--- config.mk ---
export PLATFORM = sky130hd
export DESIGN_NAME = eth_rx_addr_filter
export DESIGN_NICKNAME = d
export VERILOG_FILES = /design/src/rtl/eth_pkg.sv /design/src/rtl/eth_rx_shift_buf.sv /design/src/rtl/eth_rx_addr_filter.sv
export SDC_FILE = /design/constraint.sdc
export NUM_CORES = 1
export LEC_CHECK = 0
export BUFFER_PORTS_ARGS = -buffer_cell sky130_fd_sc_hd__buf_4
export CORE_AREA = 10 10 177 96
export CTS_CLUSTER_SIZE = 25
export DETAILED_ROUTE_END_ITERATION = 8
export DIE_AREA = 0 0 187 106
export HOLD_SLACK_MARGIN = 0.08
export PLACE_DENSITY = 0.73
export SETUP_SLACK_MARGIN = 0.1
export SYNTH_ARGS = -nofsm -noshare
export SYNTH_HDL_FRONTEND = slang
export SYNTH_SLANG_ARGS = --single-unit
--- constraint.sdc ---
create_clock -name clk -period 4.25 [get_ports clk]
set_clock_uncertainty 0.15 [all_clocks]
set_input_delay 0.6375 -clock clk [delete_from_list [all_inputs] [get_ports clk]]
set_output_delay 0.6375 -clock clk [all_outputs]
set_load 0.02 [all_outputs]
--- src/rtl/eth_pkg.sv ---
// Shared Ethernet RX definitions: address widths, broadcast address,
// header sizes, filter FSM states and a saturating length increment.
package eth_pkg;

  localparam int ETH_ADDR_W        = 48;
  localparam int ETH_HDR_DST_BYTES = 6;

  localparam logic [ETH_ADDR_W-1:0] ETH_BCAST_ADDR = '1;

  typedef enum logic [2:0] {
    IDLE,
    HDR,
    PASS,
    DROP,
    FLUSH
  } rx_filter_state_t;

  function automatic logic [15:0] sat_inc16(input logic [15:0] v);
    return (v == 16'hFFFF) ? v : v + 16'd1;
  endfunction

endpackage

--- src/rtl/eth_rx_shift_buf.sv ---
// Byte delay line holding the destination MAC while the filter decides.
// Push/pop in the same cycle keeps the fill level constant.
module eth_rx_shift_buf
  import eth_pkg::*;
#(
  parameter int DEPTH = ETH_HDR_DST_BYTES,
  parameter int CW    = $clog2(DEPTH + 1)
) (
  input  logic                       clk,
  input  logic                       rst,
  input  logic                       clr_i,
  input  logic                       push_i,
  input  logic                       pop_i,
  input  logic [7:0]                 din_i,
  output logic [7:0]                 dout_o,
  output logic [DEPTH-2:0][7:0]      hdr_o,
  output logic [CW-1:0]              cnt_o
);

  logic [DEPTH-1:0][7:0] mem_q, mem_d;
  logic [CW-1:0]         cnt_q, cnt_d;

  always_comb begin
    mem_d = mem_q;
    cnt_d = cnt_q;
    if (pop_i && cnt_q != '0) begin
      for (int i = 0; i < DEPTH - 1; i++) begin
        mem_d[i] = mem_q[i+1];
      end
      cnt_d = cnt_q - 1'b1;
    end
    if (push_i && cnt_d < CW'(DEPTH)) begin
      for (int i = 0; i < DEPTH; i++) begin
        if (CW'(i) == cnt_d) mem_d[i] = din_i;
      end
      cnt_d = cnt_d + 1'b1;
    end
    if (clr_i) begin
      cnt_d = '0;
    end
  end

  always_ff @(posedge clk) begin
    if (rst) begin
      mem_q <= '0;
      cnt_q <= '0;
    end else begin
      mem_q <= mem_d;
      cnt_q <= cnt_d;
    end
  end

  assign dout_o = mem_q[0];
  assign hdr_o  = mem_q[DEPTH-2:0];
  assign cnt_o  = cnt_q;

endmodule

--- src/rtl/eth_rx_addr_filter.sv ---
// RX destination-MAC filter with runt/oversize flagging.
// Optional frame counters enabled by ETH_RX_FILTER_STATS_EN.
module eth_rx_addr_filter
  import eth_pkg::*;
#(
  parameter int MAX_LEN = 1518,
  parameter int MIN_LEN = 64
) (
  input  logic                  clk,
  input  logic                  rst,
  input  logic [7:0]            s_axis_tdata,
  input  logic                  s_axis_tvalid,
  input  logic                  s_axis_tlast,
  input  logic                  s_axis_tuser,
  output logic [7:0]            m_axis_tdata,
  output logic                  m_axis_tvalid,
  output logic                  m_axis_tlast,
  output logic                  m_axis_tuser,
  input  logic [ETH_ADDR_W-1:0] local_mac,
  input  logic                  promisc,
  input  logic                  bcast_en,
  input  logic                  mcast_en,
  output logic                  drop_frame,
  output logic                  error_runt,
  output logic                  error_oversize,
  output logic [31:0]           stat_ok,
  output logic [31:0]           stat_drop,
  output logic [31:0]           stat_err
);

  localparam int DB = ETH_HDR_DST_BYTES;
  localparam int CW = $clog2(DB + 1);

  rx_filter_state_t state_q, state_d;

  logic [15:0] len_q, len_d, len_inc;
  logic        usr_q, usr_d;
  logic        runt_q, runt_d, runt_nx;
  logic        over_q, over_d, over_nx;
  logic        ovl_q, ovl_d, ovl_nx;
  logic [7:0]  m_d_q, m_d_d;
  logic        m_v_q, m_v_d;
  logic        m_l_q, m_l_d;
  logic        m_u_q, m_u_d;
  logic        drop_q, drop_d;
  logic        er_q, er_d;
  logic        eo_q, eo_d;

  logic                 push, pop, clr;
  logic                 beat, last, match;
  logic [7:0]           dout;
  logic [DB-2:0][7:0]   hdr;
  logic [CW-1:0]        cnt;
  logic [ETH_ADDR_W-1:0] dst;

  eth_rx_shift_buf #(.DEPTH(DB)) u_buf (
    .clk    (clk),
    .rst    (rst),
    .clr_i  (clr),
    .push_i (push),
    .pop_i  (pop),
    .din_i  (s_axis_tdata),
    .dout_o (dout),
    .hdr_o  (hdr),
    .cnt_o  (cnt)
  );

  // Byte 5 is still on the input when the decision is made.
  assign dst = {hdr[0], hdr[1], hdr[2], hdr[3], hdr[4], s_axis_tdata};

  assign match = promisc
               | (dst == local_mac)
               | (bcast_en & (dst == ETH_BCAST_ADDR))
               | (mcast_en & dst[40]);

  assign beat    = s_axis_tvalid;
  assign last    = s_axis_tvalid & s_axis_tlast;
  assign len_inc = sat_inc16(len_q);
  assign runt_nx = len_inc < 16'(MIN_LEN);
  assign over_nx = over_q | (len_inc > 16'(MAX_LEN));

  always_comb begin
    state_d = state_q;
    len_d   = len_q;
    usr_d   = usr_q;
    runt_d  = runt_q;
    over_d  = over_q;
    ovl_d   = ovl_q;
    ovl_nx  = ovl_q;
    m_d_d   = dout;
    m_v_d   = 1'b0;
    m_l_d   = 1'b0;
    m_u_d   = 1'b0;
    drop_d  = 1'b0;
    er_d    = 1'b0;
    eo_d    = 1'b0;
    push    = 1'b0;
    pop     = 1'b0;
    clr     = 1'b0;
    unique case (state_q)
      IDLE: begin
        if (beat) begin
          push   = 1'b1;
          len_d  = 16'd1;
          over_d = 1'b0;
          if (last) begin
            clr    = 1'b1;
            drop_d = 1'b1;
          end else begin
            state_d = HDR;
          end
        end
      end
      HDR: begin
        if (beat) begin
          push  = 1'b1;
          len_d = len_inc;
          if (len_q == 16'd5) begin
            if (match) begin
              over_d = over_nx;
              if (last) begin
                usr_d   = s_axis_tuser;
                runt_d  = runt_nx;
                state_d = FLUSH;
              end else begin
                state_d = PASS;
              end
            end else begin
              clr = 1'b1;
              if (last) begin
                drop_d  = 1'b1;
                state_d = IDLE;
              end else begin
                state_d = DROP;
              end
            end
          end else if (last) begin
            clr     = 1'b1;
            drop_d  = 1'b1;
            state_d = IDLE;
          end
        end
      end
      PASS: begin
        if (beat) begin
          push   = 1'b1;
          pop    = 1'b1;
          m_v_d  = 1'b1;
          len_d  = len_inc;
          over_d = over_nx;
          if (last) begin
            usr_d   = s_axis_tuser;
            runt_d  = runt_nx;
            state_d = FLUSH;
          end
        end
      end
      FLUSH: begin
        pop   = 1'b1;
        m_v_d = 1'b1;
        // A beat here starts a frame we cannot buffer; drop all of it.
        if (beat) begin
          ovl_nx = ~s_axis_tlast;
          drop_d = s_axis_tlast;
        end
        ovl_d = ovl_nx;
        if (cnt == CW'(1)) begin
          m_l_d   = 1'b1;
          m_u_d   = usr_q | runt_q | over_q;
          er_d    = runt_q;
          eo_d    = over_q;
          ovl_d   = 1'b0;
          state_d = ovl_nx ? DROP : IDLE;
        end
      end
      DROP: begin
        if (last) begin
          drop_d  = 1'b1;
          state_d = IDLE;
        end
      end
      default: begin
        state_d = IDLE;
      end
    endcase
  end

  always_ff @(posedge clk) begin
    if (rst) begin
      state_q <= IDLE;
      len_q   <= '0;
      usr_q   <= 1'b0;
      runt_q  <= 1'b0;
      over_q  <= 1'b0;
      ovl_q   <= 1'b0;
      m_d_q   <= '0;
      m_v_q   <= 1'b0;
      m_l_q   <= 1'b0;
      m_u_q   <= 1'b0;
      drop_q  <= 1'b0;
      er_q    <= 1'b0;
      eo_q    <= 1'b0;
    end else begin
      state_q <= state_d;
      len_q   <= len_d;
      usr_q   <= usr_d;
      runt_q  <= runt_d;
      over_q  <= over_d;
      ovl_q   <= ovl_d;
      m_d_q   <= m_d_d;
      m_v_q   <= m_v_d;
      m_l_q   <= m_l_d;
      m_u_q   <= m_u_d;
      drop_q  <= drop_d;
      er_q    <= er_d;
      eo_q    <= eo_d;
    end
  end

  assign m_axis_tdata   = m_d_q;
  assign m_axis_tvalid  = m_v_q;
  assign m_axis_tlast   = m_l_q;
  assign m_axis_tuser   = m_u_q;
  assign drop_frame     = drop_q;
  assign error_runt     = er_q;
  assign error_oversize = eo_q;

`ifdef ETH_RX_FILTER_STATS_EN
  logic [31:0] ok_q, err_q, dr_q;

  always_ff @(posedge clk) begin
    if (rst) begin
      ok_q  <= '0;
      err_q <= '0;
      dr_q  <= '0;
    end else begin
      if (m_v_d & m_l_d & ~m_u_d) ok_q  <= ok_q + 32'd1;
      if (m_v_d & m_l_d &  m_u_d) err_q <= err_q + 32'd1;
      if (drop_d)                 dr_q  <= dr_q + 32'd1;
    end
  end

  assign stat_ok   = ok_q;
  assign stat_err  = err_q;
  assign stat_drop = dr_q;
`else
  assign stat_ok   = '0;
  assign stat_err  = '0;
  assign stat_drop = '0;
`endif

endmodule

# --- Word level (Yosys, flattened, before mapping) ---
# Index checks and enable logic that the tools add are counted.
# W data, S select, Z words.
word_totals:
  reg_bits: 88
  latch_bits: 0
  mem_bits_rw: 0
  rom_bits: 0
  in_bits: 64
  elab_cells: 141
  memories: 0
op_classes:
  add_sub_neg: 3
  n_mul: 0
  div_mod_pow: 0
  order_cmp: 3
  eq_ne: 23
  shift: 0
  n_mux: 62
  bitwise_logic: 12
  n_reduce_logical: 18
op_table:
  columns: ["op", "n"]
  rows:
  - ["$mux W40", 2]
  - ["$eq A48 B48 Y1", 1]
  - ["$eq A48 B48 Y1 const B", 1]
  - ["$mux W16", 3]
  - ["$mux W8", 5]
  - ["$mux W3", 12]
  - ["$pmux W16 S2", 1]
  - ["$mux W1", 30]
  - ["$add A16 B1 Y16 const B", 1]
  - ["$eq A16 B16 Y1 const B", 1]
  - ["$eq A16 B3 Y1 const B", 1]
  - ["$gt A16 B11 Y1 const B", 1]
  - ["$lt A16 B7 Y1 const B", 1]
  - ["$ne A2 B2 Y1 const B", 8]
  - ["$pmux W3 S5", 1]
  - ["$reduce_and A6 Y1", 2]
  - ["$pmux W1 S2", 4]
  - ["$eq A2 B3 Y1 const A", 2]
  - ["$eq A3 B1 Y1 const B", 2]
  - ["$eq A3 B2 Y1 const B", 2]
  - ["$eq A3 B3 Y1 const A", 2]
  - ["$logic_not A3 Y1", 2]
  - ["$or A1 B1 Y1", 6]
  - ["$reduce_bool A3 Y1", 2]
  - ["other kinds (18)", 28]

# --- Logic depth before layout (Yosys ltp) ---
logic_depth:
  ltp_word: 9
  depth_mapped: 12
  ltp_nobuf: 11

# --- By module ---
# A second synthesis with hierarchy kept.
hier_totals:
  cells_unflattened: 803
  hier_area_um2: 6542.5
by_module_without_submodules:
  columns: ["module", "instances", "cells_each", "area_per_inst_um2", "seq_area_each_um2"]
  rows:
  - ["eth_rx_addr_filter", 1, 447, 3444.6, 740.7]
  - ["eth_rx_shift_buf", 1, 356, 3098.0, 1021.0]

# --- Worst setup path before layout ---
# No wires, ideal clock.
synth_path:
  kind: "reg-to-reg"
  start: "register u_buf.cnt_q[0] (netlist: u_buf.cnt_o[0])"
  end: "register u_buf.mem_q (netlist bit u_buf.hdr_o[37])"
  setup_ps: 86
  t_arrival_ps: 2519
  required_ps: 4014
  setup_slack_ps: 1496
  stages_incl_launch_ff: 12
  n_path_buf: 1
  cell_sequence: "dfxtp_1 > inv_1 > ha_1 > nor2b_1 > a211oi_2 > mux2i_1 > inv_2 > ha_1 > nand3_1 > clkbuf_1 > nor2_1 > a211oi_1"
synth_between:
  elab_chain_len: 6
  word_cells_on_any_way: 10
synth_lines:
  columns: ["item", "line", "source"]
  rows:
  - ["from (decl)", "eth_rx_shift_buf.sv:21", "logic [CW-1:0] cnt_q, cnt_d;"]
  - ["from (signal assigned)", "eth_rx_shift_buf.sv:49", "cnt_q <= cnt_d;"]
  - ["branches (longest 5 deep; another with $sub A3 B1 Y3)", null, null]
  - ["$mux W40 *", "eth_rx_shift_buf.sv:32", "if (push_i && cnt_d < CW'(DEPTH)) begin"]
  - ["to (signal assigned)", "eth_rx_shift_buf.sv:48", "mem_q <= mem_d;"]
  - ["to (decl)", "eth_rx_shift_buf.sv:20", "logic [DEPTH-1:0][7:0] mem_q, mem_d;"]
# Every way passes the cells marked *.
# A chain may end at the register's enable or synchronous reset.

# --- Worst setup path after layout ---
layout_path:
  start: "register len_q[0]"
  end: "register runt_q"
layout_between:
  elab_chain_len: 8
  word_cells_on_any_way: 13
layout_lines:
  columns: ["item", "line", "source"]
  rows:
  - ["from (decl)", "eth_rx_addr_filter.sv:36", "logic [15:0] len_q, len_d, len_inc;"]
  - ["from (signal assigned)", "eth_rx_addr_filter.sv:205", "len_q <= len_d;"]
  - ["$add A16 B1 Y16 / $eq A16 B16 Y1 (equally long branches)", "eth_pkg.sv:19", "return (v == 16'hFFFF) ? v : v + 16'd1;"]
  - ["$mux W16", "eth_pkg.sv:19", null]
  - ["$lt A16 B7 Y1", "eth_rx_addr_filter.sv:79", "assign runt_nx = len_inc < 16'(MIN_LEN);"]
  - ["$mux W1", "eth_rx_addr_filter.sv:121, eth_rx_addr_filter.sv:151", null]
  - ["$mux W1", "eth_rx_addr_filter.sv:119", "if (match) begin"]
  - ["$mux W1", "eth_rx_addr_filter.sv:118", "if (len_q == 16'd5) begin"]
  - ["$mux W1", "eth_rx_addr_filter.sv:115", "if (beat) begin"]
  - ["$pmux W1 S2", "eth_rx_addr_filter.sv:100", "unique case (state_q)"]
  - ["to (signal assigned)", "eth_rx_addr_filter.sv:207", "runt_q <= runt_d;"]
  - ["to (decl)", "eth_rx_addr_filter.sv:38", "logic runt_q, runt_d, runt_nx;"]
# Parallel ways exist; a longest one is shown, timed or not. The select of a mux whose other input is x is not followed.

==> impl_results.md <==
* Final GP Congestion at 1.00
* Post-Synth Adder-Cell Area at 0.0212
* Combinational family with the most area after synthesis: simple AND/OR/NAND/NOR gates
* F_max at 0.326 GHz
* GRT overflow at 0
* Crit path cell chain: ha_1 -> nand4_1 -> or4_1 -> nand4_1 -> xnor2_1 -> nor3_1 -> o2111ai_1 -> o221ai_1
* Status: finished, final reports clean
* Number of I/O pins at 174
* Starting DRT DRC Count at 592
* Die width at 187 µm
* First-pass GRT wire length at 27.2 mm
* Reg-to-Reg End: runt_q$_SDFFE_PP0P_
* Initial core utilization at 0.420
* Pwr/cell area at 312 nW/µm²
* Post-CTS Setup Inserts at 0
* Worst IR drop on VDD at 0.174 mV
* Worst EP required at 4.36 ns
* Max-slew headroom at 0.382
* DR pass1 iterations at 6
* Final core utilization at 0.463
* Hold_buf cts at 0
* Layout cells sized above 1 at 0.146
* Worst Hold Path EP: m_axis_tuser$_SDFF_PP0_
* Final ANT Viol Nets at 0
* Hpwl dp at 13.6 mm
* Commonest cells in the netlist: buf_4 (97), dfxtp_1 (88), nor2_1 (77)
* Maximum buffer depth of the clock tree at 2
* Post-synthesis sequential area ratio at 0.299
* Synth area leader: dfxtp_1
* Initial antenna violation count at 0
* Top post-synthesis cells by area: dfxtp_1 (30%), buf_4 (12%), mux2i_1 (8.5%)
* Max FO, Critical Path at 16
* Number of library cell types mapped by synthesis at 62
* Num CTS Buffers at 9
* Top cell by count, worst path: nand4_1
* Diodes inserted at 0
* WP buf/inv at 0
* CP max-delay cell: or4_1
* Setup Viol. Count Final at 0
* Mux contribution to synthesized area at 0.0849
* Synth Register Bits at 88
* Worst Path Arrival at 3.18 ns
* Row count at 31
* Ys async rst share at 0
* Crit path from: len_q[0]$_SDFFE_PP0P_
* Final Power at 2.02 mW
* CP top delay family: simple AND/OR/NAND/NOR gates
* DR WL/cell at 18.4 µm
* Worst Tran Pin Value at 0.927 ns
* Worst Hold Launch: usr_q$_SDFFE_PP0P_
* Post-Synthesis Cells at 701
* Buffers on Ports at 77
* Number of flops mapped to enable cells by yosys at 0
* Final Cell Area at 6490 µm²
* Area of the mapped netlist at 5890 µm²
* Final Max Tran Viols at 0
* CTS tree: done
* Max incr delay on CP at 0.82 ns
* Setup TNS Final at 0 ns
* Reg2Reg Launch Point: len_q[0]$_SDFFE_PP0P_
* Synth Area in Simple Gates at 0.199
* DRT Wirelength at 17.4 mm
* Worst Path Class, Setup: reg -> reg
* CTS-repair resized insts at 0
* Most common cell in the netlist: buf_4
* Crit path time final at 3.07 ns
* CP endpoint kind: register
* Hold Path Class: reg -> reg
* Yosys top cell area share at 0.299
* Final nets at 820
* Final Hold Fails at 0
* Area Overhead vs Synth at 10.2%
* P_leak at 2.53 nW
* Synth Flop Type: dfxtp_1
* Clock Root Buffer: clkbuf_16
* RSZ-0062 raised after global routing: false
* Core footprint at 14,000 µm²
* Die ar. at 19,800 µm²
* Vias in the first global route at 4,664
* Drc violations at 0
* R2r setup slk at 1.18 ns
* Critical Path Start Type: register
* Chip Height at 106 µm
* Max-cap violations at 0
* Worst-path clk slew at 0.07 ns
* # clock sinks at 88
* XOR/XNOR Fraction of Synth Area at 0.0845
* Post-Syn Area per Cell at 8.40 µm²
* Post-synthesis compound-gate area fraction at 0.146
* Final std cells w/o fill at 949
* Largest net degree at the start of global routing at 83
* Post-DP Area at 6190 µm²
* Final worst-path cycle share at 0.722
* Number of H-tree levels at 3
* Hold path cells at 1
* Total GRT Usage at 0.167
* DP Cell Count at 933
* R2R depth at 8
* Via/cell ratio at 5.31
* Yosys warns at 0
* Clock Latency Late Sink at 0.34 ns
* Via count at 5,040
-- worst reg2reg max path, stage by stage (launching register included) --
cell	delay (ns)
dfxtp_1	0.45
ha_1	0.31
nand4_1	0.21
or4_1	0.82
nand4_1	0.24
xnor2_1	0.11
nor3_1	0.33
o2111ai_1	0.16
o221ai_1	0.21
-- final cells by class --
cell class	instances	area, µm²
inverter	11	41.3
sequential	88	1760
multi-input combinational	554	3530
fill	1406	7550
timing repair buffer	82	616
clock buffer	10	229
clock inverter	6	73.8
tap	198	248
-- per-stage QoR --
step / setup WS, ns / hold WS (ns)
after CTS: 1.22 / 0.345
final: 1.18 / 0.342
after global routing: 0.982 / 0.372
after detailed placement: 1.19 / 0.325
after global placement: 1.22 / 0.312
after floorplan: 1.50 / 0.291
-- state kept, by name (all words and copies together), names as in the netlist, 3 cells and up --
signal and count:
state_q 3, u_buf.mem_q 8, u_buf.dout_o 8, u_buf.hdr_o 32, m_axis_tdata 8, len_q 16, u_buf.cnt_o 3
-- metal layers --
layer	wire length [µm]	GRT usage	share of wire
met1	8230	0.257	0.47
met4	95	0.0263	0.0054
met5	0	0	0
met3	2380	0.0571	0.14
met2	6750	0.215	0.39
-- worst max-delay path by stage --
stage                                  to  slack (ns)  cells past startpoint
2_1_floorplan  u_buf.hdr_o[37]$_SDFF_PP0_        1.50                     11
3_3_place_gp   u_buf.hdr_o[35]$_SDFF_PP0_        1.22                      9
3_5_place_dp   u_buf.hdr_o[15]$_SDFF_PP0_        1.19                      9
4_1_cts               over_q$_SDFFE_PP0P_        1.22                      7
5_1_grt               runt_q$_SDFFE_PP0P_        0.98                      8
6_report              runt_q$_SDFFE_PP0P_        1.18                      8
-- kinds of logic (layout without fill, tap and decap cells) --
family / count (synthesis) / count (layout)
adders and majority gates: 10 / 10
xor gates and xnor gates: 56 / 56
buffers and inverters: 154 / 109
DFF: 88 / 88
other: 1 / 96
and+or+nand+nor: 219 / 219
muxes: 50 / 50
AOI/OAI and AO/OA: 123 / 123
-- cell usage in the layout (no fill, tap or decap), drive strengths merged, types with 3 or more instances in the layout --
| cell type | n |
|---|---|
| nand2 | 17 |
| mux2i | 50 |
| conb | 96 |
| a211oi | 45 |
| nor3b | 7 |
| a2111oi | 3 |
| or3 | 4 |
| a21oi | 30 |
| a41oi | 3 |
| dfxtp | 88 |
| and2 | 3 |
| and4 | 5 |
| clkbuf | 10 |
| nor2b | 14 |
| buf | 82 |
| nand3b | 4 |
| xor2 | 50 |
| o21ai | 17 |
| nor2 | 77 |
| a31oi | 3 |
| nor3 | 10 |
| ha | 10 |
| xnor2 | 6 |
| nand3 | 21 |
| nor4 | 19 |
| inv | 15 |
| a22oi | 5 |
| nand4 | 27 |
| and3 | 3 |
-- power by group --
group	internal (mW)	leakage, nW	switching, mW
Sequential	0.848	0.714	0.0324
Combinational	0.105	1.67	0.216
Clock	0.466	0.148	0.356
(Power assumes the default switching activity.)
